<file path="src/rtl/datapath_control_unit.sv">
// Hardwired fetch/execute sequencer for Datapath2: one control step per clk.
// Ports: clk, clr (async high), IR, CON_FF, Stop in; bus-out, reg-in,
// Gra/Grb/Grc, Read/Write, ALU_Control, Run out.
// Optional: CONTROL_ILLEGAL_TRAP_EN adds Illegal and traps ops 10000..11111.
module datapath_control_unit #(
    parameter logic [4:0] ALU_ADD = 5'd2,
    parameter logic [4:0] ALU_INC = 5'd12
) (
    input  logic        clk,
    input  logic        clr,
    input  logic [31:0] IR,
    input  logic        CON_FF,
    input  logic        Stop,
    output logic        PCout,
    output logic        Zlowout,
    output logic        MDRout,
    output logic        Rout,
    output logic        BAout,
    output logic        Cout,
    output logic        PCin,
    output logic        MARin,
    output logic        MDRin,
    output logic        IRin,
    output logic        Yin,
    output logic        Zin,
    output logic        Rin,
    output logic        CONin,
    output logic        OutportIn,
    output logic        Gra,
    output logic        Grb,
    output logic        Grc,
    output logic        Read,
    output logic        Write,
    output logic [4:0]  ALU_Control,
`ifdef CONTROL_ILLEGAL_TRAP_EN
    output logic        Illegal,
`endif
    output logic        Run
);

    localparam logic [3:0] S_RST  = 4'd0;
    localparam logic [3:0] S_T0   = 4'd1;
    localparam logic [3:0] S_T1   = 4'd2;
    localparam logic [3:0] S_T2   = 4'd3;
    localparam logic [3:0] S_T3   = 4'd4;
    localparam logic [3:0] S_T4   = 4'd5;
    localparam logic [3:0] S_T5   = 4'd6;
    localparam logic [3:0] S_T6   = 4'd7;
    localparam logic [3:0] S_T7   = 4'd8;
    localparam logic [3:0] S_HALT = 4'd9;

    logic [3:0] state, nxt, last_st;
    logic [4:0] op;
    logic       is_ld, is_ldi, is_st, is_r, is_imm;
    logic       is_br, is_out, halt_op;
    logic [4:0] imm_alu;
    logic       unused_ir;

    assign op        = IR[31:27];
    assign unused_ir = ^IR[26:0];

    assign is_ld  = (op == 5'd0);
    assign is_ldi = (op == 5'd1);
    assign is_st  = (op == 5'd2);
    assign is_r   = (op >= 5'd3) && (op <= 5'd8);
    assign is_imm = (op >= 5'd9) && (op <= 5'd11);
    assign is_br  = (op == 5'd12);
    assign is_out = (op == 5'd13);

`ifdef CONTROL_ILLEGAL_TRAP_EN
    logic is_ill;
    assign is_ill  = op[4];
    assign halt_op = (op == 5'd15) || is_ill;

    always_ff @(posedge clk or posedge clr) begin
        if (clr)
            Illegal <= 1'b0;
        else if (state == S_T2 && is_ill)
            Illegal <= 1'b1;
    end
`else
    assign halt_op = (op == 5'd15);
`endif

    always_comb begin
        unique case (op)
            5'd10:   imm_alu = 5'b00101;
            5'd11:   imm_alu = 5'b00110;
            default: imm_alu = ALU_ADD;
        endcase
    end

    // Final control step of each opcode; nop and unknowns end at fetch.
    always_comb begin
        unique case (1'b1)
            is_ld, is_st:          last_st = S_T7;
            is_ldi, is_r, is_imm:  last_st = S_T5;
            is_br:                 last_st = S_T6;
            is_out:                last_st = S_T3;
            default:               last_st = S_T2;
        endcase
    end

    // Stop is only honoured where the machine would otherwise enter T0.
    always_comb begin
        case (state)
            S_RST:   nxt = Stop ? S_HALT : S_T0;
            S_HALT:  nxt = S_HALT;
            default: begin
                if (state == S_T2 && halt_op)
                    nxt = S_HALT;
                else if (state == last_st)
                    nxt = Stop ? S_HALT : S_T0;
                else
                    nxt = state + 4'd1;
            end
        endcase
    end

    always_ff @(posedge clk or posedge clr) begin
        if (clr)
            state <= S_RST;
        else
            state <= nxt;
    end

    always_comb begin
        PCout = 1'b0; Zlowout = 1'b0; MDRout = 1'b0;
        Rout = 1'b0; BAout = 1'b0; Cout = 1'b0;
        PCin = 1'b0; MARin = 1'b0; MDRin = 1'b0;
        IRin = 1'b0; Yin = 1'b0; Zin = 1'b0;
        Rin = 1'b0; CONin = 1'b0; OutportIn = 1'b0;
        Gra = 1'b0; Grb = 1'b0; Grc = 1'b0;
        Read = 1'b0; Write = 1'b0;
        ALU_Control = 5'd0;
        Run = (state >= S_T0) && (state <= S_T7);
        case (state)
            S_T0: begin
                PCout = 1'b1; MARin = 1'b1; Zin = 1'b1;
                ALU_Control = ALU_INC;
            end
            S_T1: begin
                Zlowout = 1'b1; PCin = 1'b1;
                Read = 1'b1; MDRin = 1'b1;
            end
            S_T2: begin
                MDRout = 1'b1; IRin = 1'b1;
            end
            S_T3: begin
                unique case (1'b1)
                    is_ld, is_ldi, is_st: begin
                        Grb = 1'b1; BAout = 1'b1; Yin = 1'b1;
                    end
                    is_r, is_imm: begin
                        Grb = 1'b1; Rout = 1'b1; Yin = 1'b1;
                    end
                    is_br: begin
                        Gra = 1'b1; Rout = 1'b1; CONin = 1'b1;
                    end
                    is_out: begin
                        Gra = 1'b1; Rout = 1'b1; OutportIn = 1'b1;
                    end
                    default: ;
                endcase
            end
            S_T4: begin
                unique case (1'b1)
                    is_ld, is_ldi, is_st: begin
                        Cout = 1'b1; Zin = 1'b1; ALU_Control = ALU_ADD;
                    end
                    is_r: begin
                        Grc = 1'b1; Rout = 1'b1; Zin = 1'b1;
                        ALU_Control = op;
                    end
                    is_imm: begin
                        Cout = 1'b1; Zin = 1'b1; ALU_Control = imm_alu;
                    end
                    is_br: begin
                        PCout = 1'b1; Yin = 1'b1;
                    end
                    default: ;
                endcase
            end
            S_T5: begin
                unique case (1'b1)
                    is_ld, is_st: begin
                        Zlowout = 1'b1; MARin = 1'b1;
                    end
                    is_ldi, is_r, is_imm: begin
                        Zlowout = 1'b1; Gra = 1'b1; Rin = 1'b1;
                    end
                    is_br: begin
                        Cout = 1'b1; Zin = 1'b1; ALU_Control = ALU_ADD;
                    end
                    default: ;
                endcase
            end
            S_T6: begin
                unique case (1'b1)
                    is_ld: begin
                        Read = 1'b1; MDRin = 1'b1;
                    end
                    // MDRin with Read low captures the register from the bus.
                    is_st: begin
                        Gra = 1'b1; Rout = 1'b1; MDRin = 1'b1;
                    end
                    is_br: begin
                        Zlowout = CON_FF; PCin = CON_FF;
                    end
                    default: ;
                endcase
            end
            S_T7: begin
                unique case (1'b1)
                    is_ld: begin
                        MDRout = 1'b1; Gra = 1'b1; Rin = 1'b1;
                    end
                    is_st: Write = 1'b1;
                    default: ;
                endcase
            end
            default: ;
        endcase
    end

endmodule

</file>
<file path="config.mk">
export PLATFORM = sky130hd
export DESIGN_NAME = datapath_control_unit
export DESIGN_NICKNAME = d
export VERILOG_FILES = /design/src/rtl/datapath_control_unit.sv
export SDC_FILE = /design/constraint.sdc
export NUM_CORES = 1
export LEC_CHECK = 0
export BUFFER_PORTS_ARGS = -buffer_cell sky130_fd_sc_hd__buf_2
export CAP_MARGIN = 40
export CORE_MARGIN = 5
export CORE_UTILIZATION = 40
export CTS_CLUSTER_DIAMETER = 30
export DETAILED_ROUTE_END_ITERATION = 8
export PLACE_DENSITY = 0.79
export SYNTH_ARGS = -nofsm -noshare
export SYNTH_HDL_FRONTEND = slang
export SYNTH_SLANG_ARGS = --single-unit
export TNS_END_PERCENT = 50
</file>
<file path="constraint.sdc">
create_clock -name clk -period 2.4 [get_ports clk]
set_input_delay 0.24 -clock clk [delete_from_list [all_inputs] [get_ports clk]]
set_output_delay 0.24 -clock clk [all_outputs]
set_load 0.005 [all_outputs]
</file>
==> summary.md, run 1 <==
| Metric | Value |
|---|---|
| # placed instances | `180` |
| Setup TNS | `0 ns` |
| Switching pwr | `approximately 400 µW` |
| CP peak stage delay | `0.41 ns` |
| Critical path cell sequence | `inv_1 -> ha_1 -> nor2b_2 -> nand2_1 -> or4_1 -> o21ai_0 -> or2_2 -> buf_2` |
| Pin count of the biggest net entering global routing | `17` |
| Main combinational cell family by area after synthesis | `simple AND/OR/NAND/NOR gates` |
| Vias post-DR | `slightly above 1,000` |
| FFs w/ async S/R, synth | `1.00` |
| Max-Cap Viols | `0` |
| Critical Path Fanout Max | `3` |
| Crit path DAT | `2.00 ns` |
| Clock slew at reported path FFs | `about 0.04 ns` |
| Endpoints failing setup | `0` |
| Area share of the largest cell type after synthesis | `0.118` |
| Leakage power | `between 0.0005 and 0.0006 µW` |
| Switching part of the total | `0.486` |
| Combinational power share | `0.698` |
| Flop pwr share | `0.195` |
| Final WS setup | `0.165 ns` |
| Vias per inst | `5.51` |
| Dpl hpwl | `about 2 mm` |
| Yosys warning total | `0` |
| Pre-CTS setup slack | `0.416 ns` |
| Clock tree sinks | `4` |
| RSZ-0062 raised after global routing | `false` |
| Largest registers | `state x4` |
| Simple-gate share of the synthesized area | `0.428` |
| DIE AREA | `3130 µm²` |
| Port-buffer cells | `33` |
| Multi-input gate area | `approximately 680 µm²` |
| Routability Congestion | `0.933` |
| Antenna violations before repair | `0` |
| CTS tree | `built` |
| Nets@finish | `199` |
| Status | `complete, no violations` |
| Maximum operating frequency | `0.447 GHz` |
| Min Tclk post-route | `2.24 ns` |
| Syn Inst Count | `126` |
| CTS max path bufs | `2` |
| Post-synthesis sequential area ratio | `0.118` |
| Diode count | `0` |
| Startpoint types | `register` |
| Synth area leaders | `dfrtp_1 (12%), a21oi_1 (7.1%), ha_1 (5.9%)` |
| Die Height | `56.0 µm` |
| Max FFs per register | `4` |
| Power density cells | `between 700 and 800 nW/µm²` |
| Number of synthesized flops with an enable pin | `0` |
| Final cell count without fillers | `about 180` |
| Site Rows | `16` |
| Design area | `1060 µm²` |
| Clock network power share | `0.107` |
| Root Driver | `clkbuf_4` |
| Final period utilization | `0.931` |
| Layout cells sized above 1 | `0.299` |
| Residual DRC | `0` |
| Top_reg_cell synth | `dfrtp_1` |
| Placed cell area | `1030 µm²` |
| Overall Global Routing Usage | `0.165` |
| Iteration count of the initial detailed-routing pass | `4` |
| Vias in the first global route | `1,023` |
| CTS Buf Count | `3` |
| Synth Area in Adders | `0.0592` |
| Area Overhead vs Synth | `25.7%` |
| Io pins | `62` |
| Internal | `between 400 and 500 µW` |
| Final hold vios | `0` |
| First-pass GRT wire length | `4.35 mm` |
| Worst setup EP type | `output port` |
| Core area | `1980 µm²` |
| Post-DRT Antenna Nets | `0` |
| Initial core utilization | `0.427` |
| DR WL/cell | `13.8 µm` |
| Setup bufs post-CTS | `0` |
| FF+latch count, synth | `4` |
| Slowest CP cell | `or4_1` |
| Post-synthesis xor/xnor area fraction | `0.0414` |
| Largest reg by FF count | `state` |
| FF/Latch Area | `100 µm²` |
| Clk_lat worst skew | `0.24 ns` |
| Mapped Nets | `166` |
| Final Slew Violations | `0` |
| Unique masters post-synth | `42` |
| Mux share of post-synthesis cell area | `0.0118` |
| Critical path class | `register to output port` |
| Initial DRC count | `25` |
| HP Class | `primary input to register` |
| Post-Syn Area | `roughly 850 µm²` |
| Req. time, crit path | `2.16 ns` |
| Die width | `56.0 µm` |
| Max Clock Skew | `approximately 0.0028 ns` |
| Final WL | `2.55 mm` |
| Dominant cell type by area after synthesis | `dfrtp_1` |
| FILL cells | `204` |
| GRT overflow | `0` |
| VDD IR max | `0.371 mV` |
| Average size of a mapped cell | `between 6 and 7 µm²` |
| CTS H-tree depth | `1` |
| Synth Area in Compound Gates | `0.251` |
-- worst max-delay path: cells and delay by family (launching register included) --
| kind | cells | cell delay (ns) |
|---|---|---|
| AND/OR/NAND/NOR | 4 | 0.84 |
| flip-flops | 1 | 0.38 |
| buffers and inverters | 2 | 0.22 |
| adder cells (fa/ha/maj) | 1 | 0.19 |
| AO/OA/AOI/OAI | 1 | 0.13 |
-- synth_stat cells (2+ instances only) --
library cell,number
ha_1,4
o21ai_0,4
nand2b_1,7
xnor2_1,2
a21oi_1,12
a211o_1,2
inv_1,5
and2_1,4
nor2b_1,7
clkbuf_1,8
dfrtp_1,4
nand3_1,7
nor3_1,9
nor3b_1,2
or4_1,2
nand3b_1,2
xor2_1,2
nor2_1,9
and4b_1,2
nand2_1,9
o21a_1,2
-- layout make-up --
class	instances	share of cell area
flip-flops and latches	4	0.0941
well taps	27	0.0318
repair buffers	39	0.200
inverters	5	0.0176
multi-input cells	106	0.635
clock buffers	3	0.0212
-- cell usage in the layout (no fill, tap or decap), types with 5 or more instances in the layout --
cell type and count:
nand2b_1 7, nand3_1 7, nor2b_1 6, buf_2 33
inv_1 5, nand2_1 9, buf_4 5, nor2_1 9
nor3_1 9, a21oi_1 12
-- per-stage QoR --
stage           util  total power [µW]  hold slack, ns
6_report       0.537               814           0.387
5_1_grt        0.537               909           0.408
4_1_cts        0.535               817           0.374
3_5_place_dp   0.519               721           0.128
3_3_place_gp   0.519               701           0.118
2_1_floorplan      -               535         0.00608
-- worst paths after layout --
path	slack, ns	start	to	depth (start not counted)
setup reg to reg	0.52	state[0]	state[1]	7
hold / removal	0.39	Stop	state[3]	4
hold reg to reg	0.59	state[0]	state[0]	2
min in group asynchronous	0.43	clr	state[3]	3
setup / recovery	0.16	state[0]	Gra	8
max in group asynchronous	1.82	clr	state[0]	3
-- cell families (layout without fill, tap and decap cells) --
kind of cell,count (synthesis),count (layout)
AOI/OAI and AO/OA,31,31
xor gates and xnor gates,4,4
adders and majority gates,4,4
buffers and inverters,16,47
DFF,4,4
muxes,1,1
other,1,1
and+or+nand+nor,65,65
-- power groups by stage --
| stage | Sequential, µW | Combinational, µW | Clock (µW) |
|---|---|---|---|
| after detailed placement | 153 | 568 | 0 |
| final | 158 | 568 | 87.3 |
| after floorplan | 125 | 409 | 0 |
| after global placement | 156 | 546 | 0 |
| after global routing | 168 | 642 | 98.8 |
| after CTS | 156 | 568 | 92.7 |
-- layer usage --
metal	wire length, µm	global-route usage
met4	43	0.0881
met3	138	0.00928
met1	1130	0.203
met2	1240	0.285
met5	0	0
-- what timing repair did --
action | CTS | global route
hold buffers | 1 | 0
endpoints found under the hold margin | 4 | 0
endpoints found under the setup margin | 0 | 1
resized for setup | 0 | 1
(Power assumes the default switching activity.)
==> inputs of run 2 (changes only) <==
--- a/config.mk
+++ b/config.mk
@@ -7,11 +7,14 @@
 export LEC_CHECK = 0
 export BUFFER_PORTS_ARGS = -buffer_cell sky130_fd_sc_hd__buf_2
 export CAP_MARGIN = 40
+export CELL_PAD_IN_SITES_DETAIL_PLACEMENT = 1
+export CELL_PAD_IN_SITES_GLOBAL_PLACEMENT = 1
 export CORE_MARGIN = 5
-export CORE_UTILIZATION = 40
+export CORE_UTILIZATION = 26
 export CTS_CLUSTER_DIAMETER = 30
 export DETAILED_ROUTE_END_ITERATION = 8
-export PLACE_DENSITY = 0.79
+export PLACE_DENSITY_LB_ADDON = 0.1
+export SKIP_LAST_GASP = 1
 export SYNTH_ARGS = -nofsm -noshare
 export SYNTH_HDL_FRONTEND = slang
 export SYNTH_SLANG_ARGS = --single-unit
==> run 2 against run 1 <==
Net effect: count of clock-buffer cells in the layout stayed put; hold slack better by 0.014 ns; register-to-register slack got worse by 0.08 ns; sequential share of layout area is 0.37 points lower; clock power fell by 4.2%; clock skew down 0.00071 ns; utilization shrank 18 points; cell area grew 4.1%; critical endpoint unchanged; largest power group unchanged.
==> summary.md, run 2 (synthesis results as in run 1) <==
| Metric | Value |
|---|---|
| Diode count | `0 (unchanged)` |
| Overall Global Routing Usage | `0.148 (-0.0175)` |
| DR WL/cell | `15.0 µm (+8.7%)` |
| Power density cells | `787 nW/µm² (+2.8%)` |
| Req. time, crit path | `2.16 ns (about the same)` |
| Switching pwr | `424 µW (+7.1%)` |
| First-pass GRT wire length | `5.15 mm (+19%)` |
| Switching part of the total | `0.486 (about the same)` |
| Final Slew Violations | `0 (unchanged)` |
| Iteration count of the initial detailed-routing pass | `4 (unchanged)` |
| Vias post-DR | `1,021 (+0.79%)` |
| Area Overhead vs Synth | `30.9%` |
| FF/Latch Area | `100 µm² (unchanged)` |
| Worst setup EP type | `output port` |
| RSZ-0062 raised after global routing | `false` |
| Die width | `67.0 µm (+20%)` |
| GRT overflow | `0 (unchanged)` |
| Clock tree sinks | `4 (unchanged)` |
| Initial DRC count | `25 (unchanged)` |
| Port-buffer cells | `33 (unchanged)` |
| Routability Congestion | `0.761 (-18%)` |
| FILL cells | `417 (+100%)` |
| CTS H-tree depth | `1 (unchanged)` |
| Most frequent cells in the layout | `buf_2 (33), a21oi_1 (12), nor2_1 (9), nor3_1 (9), nand2_1 (9)` |
| Min Tclk post-route | `2.29 ns (+0.0512 ns)` |
| Io pins | `62 (unchanged)` |
| Leakage power | `0.000538 µW (+2.8%)` |
| Site Rows | `20 (+4)` |
| Met2 Use GR | `0.252 (-0.0339)` |
| Maximum operating frequency | `0.437 GHz (-2.2%)` |
| Max Clock Skew | `0.00210 ns (-0.000709 ns)` |
| Vias per inst | `5.00 (-9.1%)` |
| CTS max path bufs | `2 (unchanged)` |
| Commonest non-fill, non-tap cell in the layout | `buf_2` |
| CTS Buf Count | `3 (unchanged)` |
| Clk_lat worst skew | `0.23 ns (about the same)` |
| Largest reg by FF count | `state` |
| Final period utilization | `0.953 (+0.0213)` |
| Startpoint types | `register` |
| VDD IR max | `0.196 mV (-47%)` |
| Layout cells sized above 1 | `0.313 (+0.0131)` |
| Pin count of the biggest net entering global routing | `17 (unchanged)` |
| Max FFs per register | `4 (unchanged)` |
| Setup bufs post-CTS | `0 (unchanged)` |
| Met1 Track Usage GR | `0.197 (-0.00609)` |
| GR peak layer | `met2` |
| Clock network power share | `0.096 (-0.011)` |
| Dpl hpwl | `2.42 mm (+24%)` |
| Core area | `3080 µm² (+55%)` |
| Flop pwr share | `0.155 (-0.040)` |
| Root Driver | `clkbuf_4` |
| Final WL | `3.07 mm (+21%)` |
| Endpoints failing setup | `0 (unchanged)` |
| Hold_ws | `0.401 ns (+0.0137 ns)` |
| CTS tree | `built` |
| Critical Path Fanout Max | `3 (unchanged)` |
| Nets@finish | `202 (+1.5%)` |
| Final hold vios | `0 (unchanged)` |
| HP Class | `primary input to register` |
| Status | `complete, no violations` |
| Post-DRT Antenna Nets | `0 (unchanged)` |
| Setup TNS | `0 ns (unchanged)` |
| Residual DRC | `0 (unchanged)` |
| Multi-input gate area | `676 µm² (unchanged)` |
| Crit path DAT | `2.05 ns (+0.05 ns)` |
| Antenna violations before repair | `0 (unchanged)` |
| Combinational power share | `0.749 (+0.051)` |
| Initial core utilization | `0.275 (-0.152)` |
| DIE AREA | `4490 µm² (+43%)` |
| Die Height | `67.0 µm (+20%)` |
| Vias in the first global route | `1,105 (+8.0%)` |
| Largest registers | `state x4` |
| Global-route met3 utilization | `0.00337 (-0.00591)` |
| Max-Cap Viols | `0 (unchanged)` |
| Clock slew at reported path FFs | `0.04 ns (about the same)` |
| Critical path class | `register to output port` |
| Internal | `448 µW (+7.1%)` |
| Total chip power | `871 µW (+7.1%)` |
[run 2: cell types whose count changed in the layout (fill, tap and decap cells not counted)]
cell	delta
buf_4	+3
[run 2: power groups by stage]
stage	clock [µW]	combinational (µW)	sequential, µW
2_1_floorplan	0	409	125
6_report	83.6	652	135
4_1_cts	89.3	660	134
5_1_grt	91.7	733	141
3_5_place_dp	0	661	131
3_3_place_gp	0	648	133
[run 2: routing by layer]
metal / vias to the layer above / wire length, µm
met3: 4 / 60
met4: 0 / 24
met2: 18 / 1510
met5: - / 0
met1: 489 / 1470
li1: 510 / -
[run 2: critical path: stages (launching register included)]
cell     delay, ns
dfrtp_1       0.37
inv_1         0.12
ha_1          0.19
nor2b_2       0.19
nand2_1       0.09
or4_1         0.40
o21ai_0       0.17
or2_2         0.18
buf_2         0.10
[run 2: path summary, 6_finish.rpt]
| path | start | endpoint | slack (ns) | depth (start not counted) |
|---|---|---|---|---|
| setup / recovery | state[0] | Gra | 0.11 | 8 |
| setup reg to reg | state[0] | state[3] | 0.44 | 7 |
| hold reg to reg | state[0] | state[0] | 0.58 | 2 |
| hold / removal | Stop | state[3] | 0.40 | 4 |
| min in group asynchronous | clr | state[3] | 0.43 | 3 |
| max in group asynchronous | clr | state[0] | 1.83 | 3 |
[run 2: stage by stage]
step	std cells	worst slack, ns	cell area [µm²]	utilization
finish	204	0.114	1110	0.360
global route	204	0.00799	1110	0.360
CTS	204	0.0431	1100	0.359
detailed placement	200	0.337	1070	0.348
global placement	200	0.357	1070	0.348
floorplan	126	0.445	846	-
[run 2: layout make-up]
cell class                      count  share of cell area
Timing Repair Buffer               42               0.212
Clock buffer                        3              0.0203
Tap cell                           44              0.0497
Multi-Input combinational cell    106               0.610
Sequential cell                     4              0.0904
Inverter                            5              0.0169
[run 2: repair_timing]
| action | 4_1_cts | 5_1_grt |
|---|---|---|
| setup endpoints to repair | 0 | 1 |
| resized for setup | 0 | 1 |
| endpoints found under the hold margin | 4 | 0 |
| hold buffers | 1 | 0 |
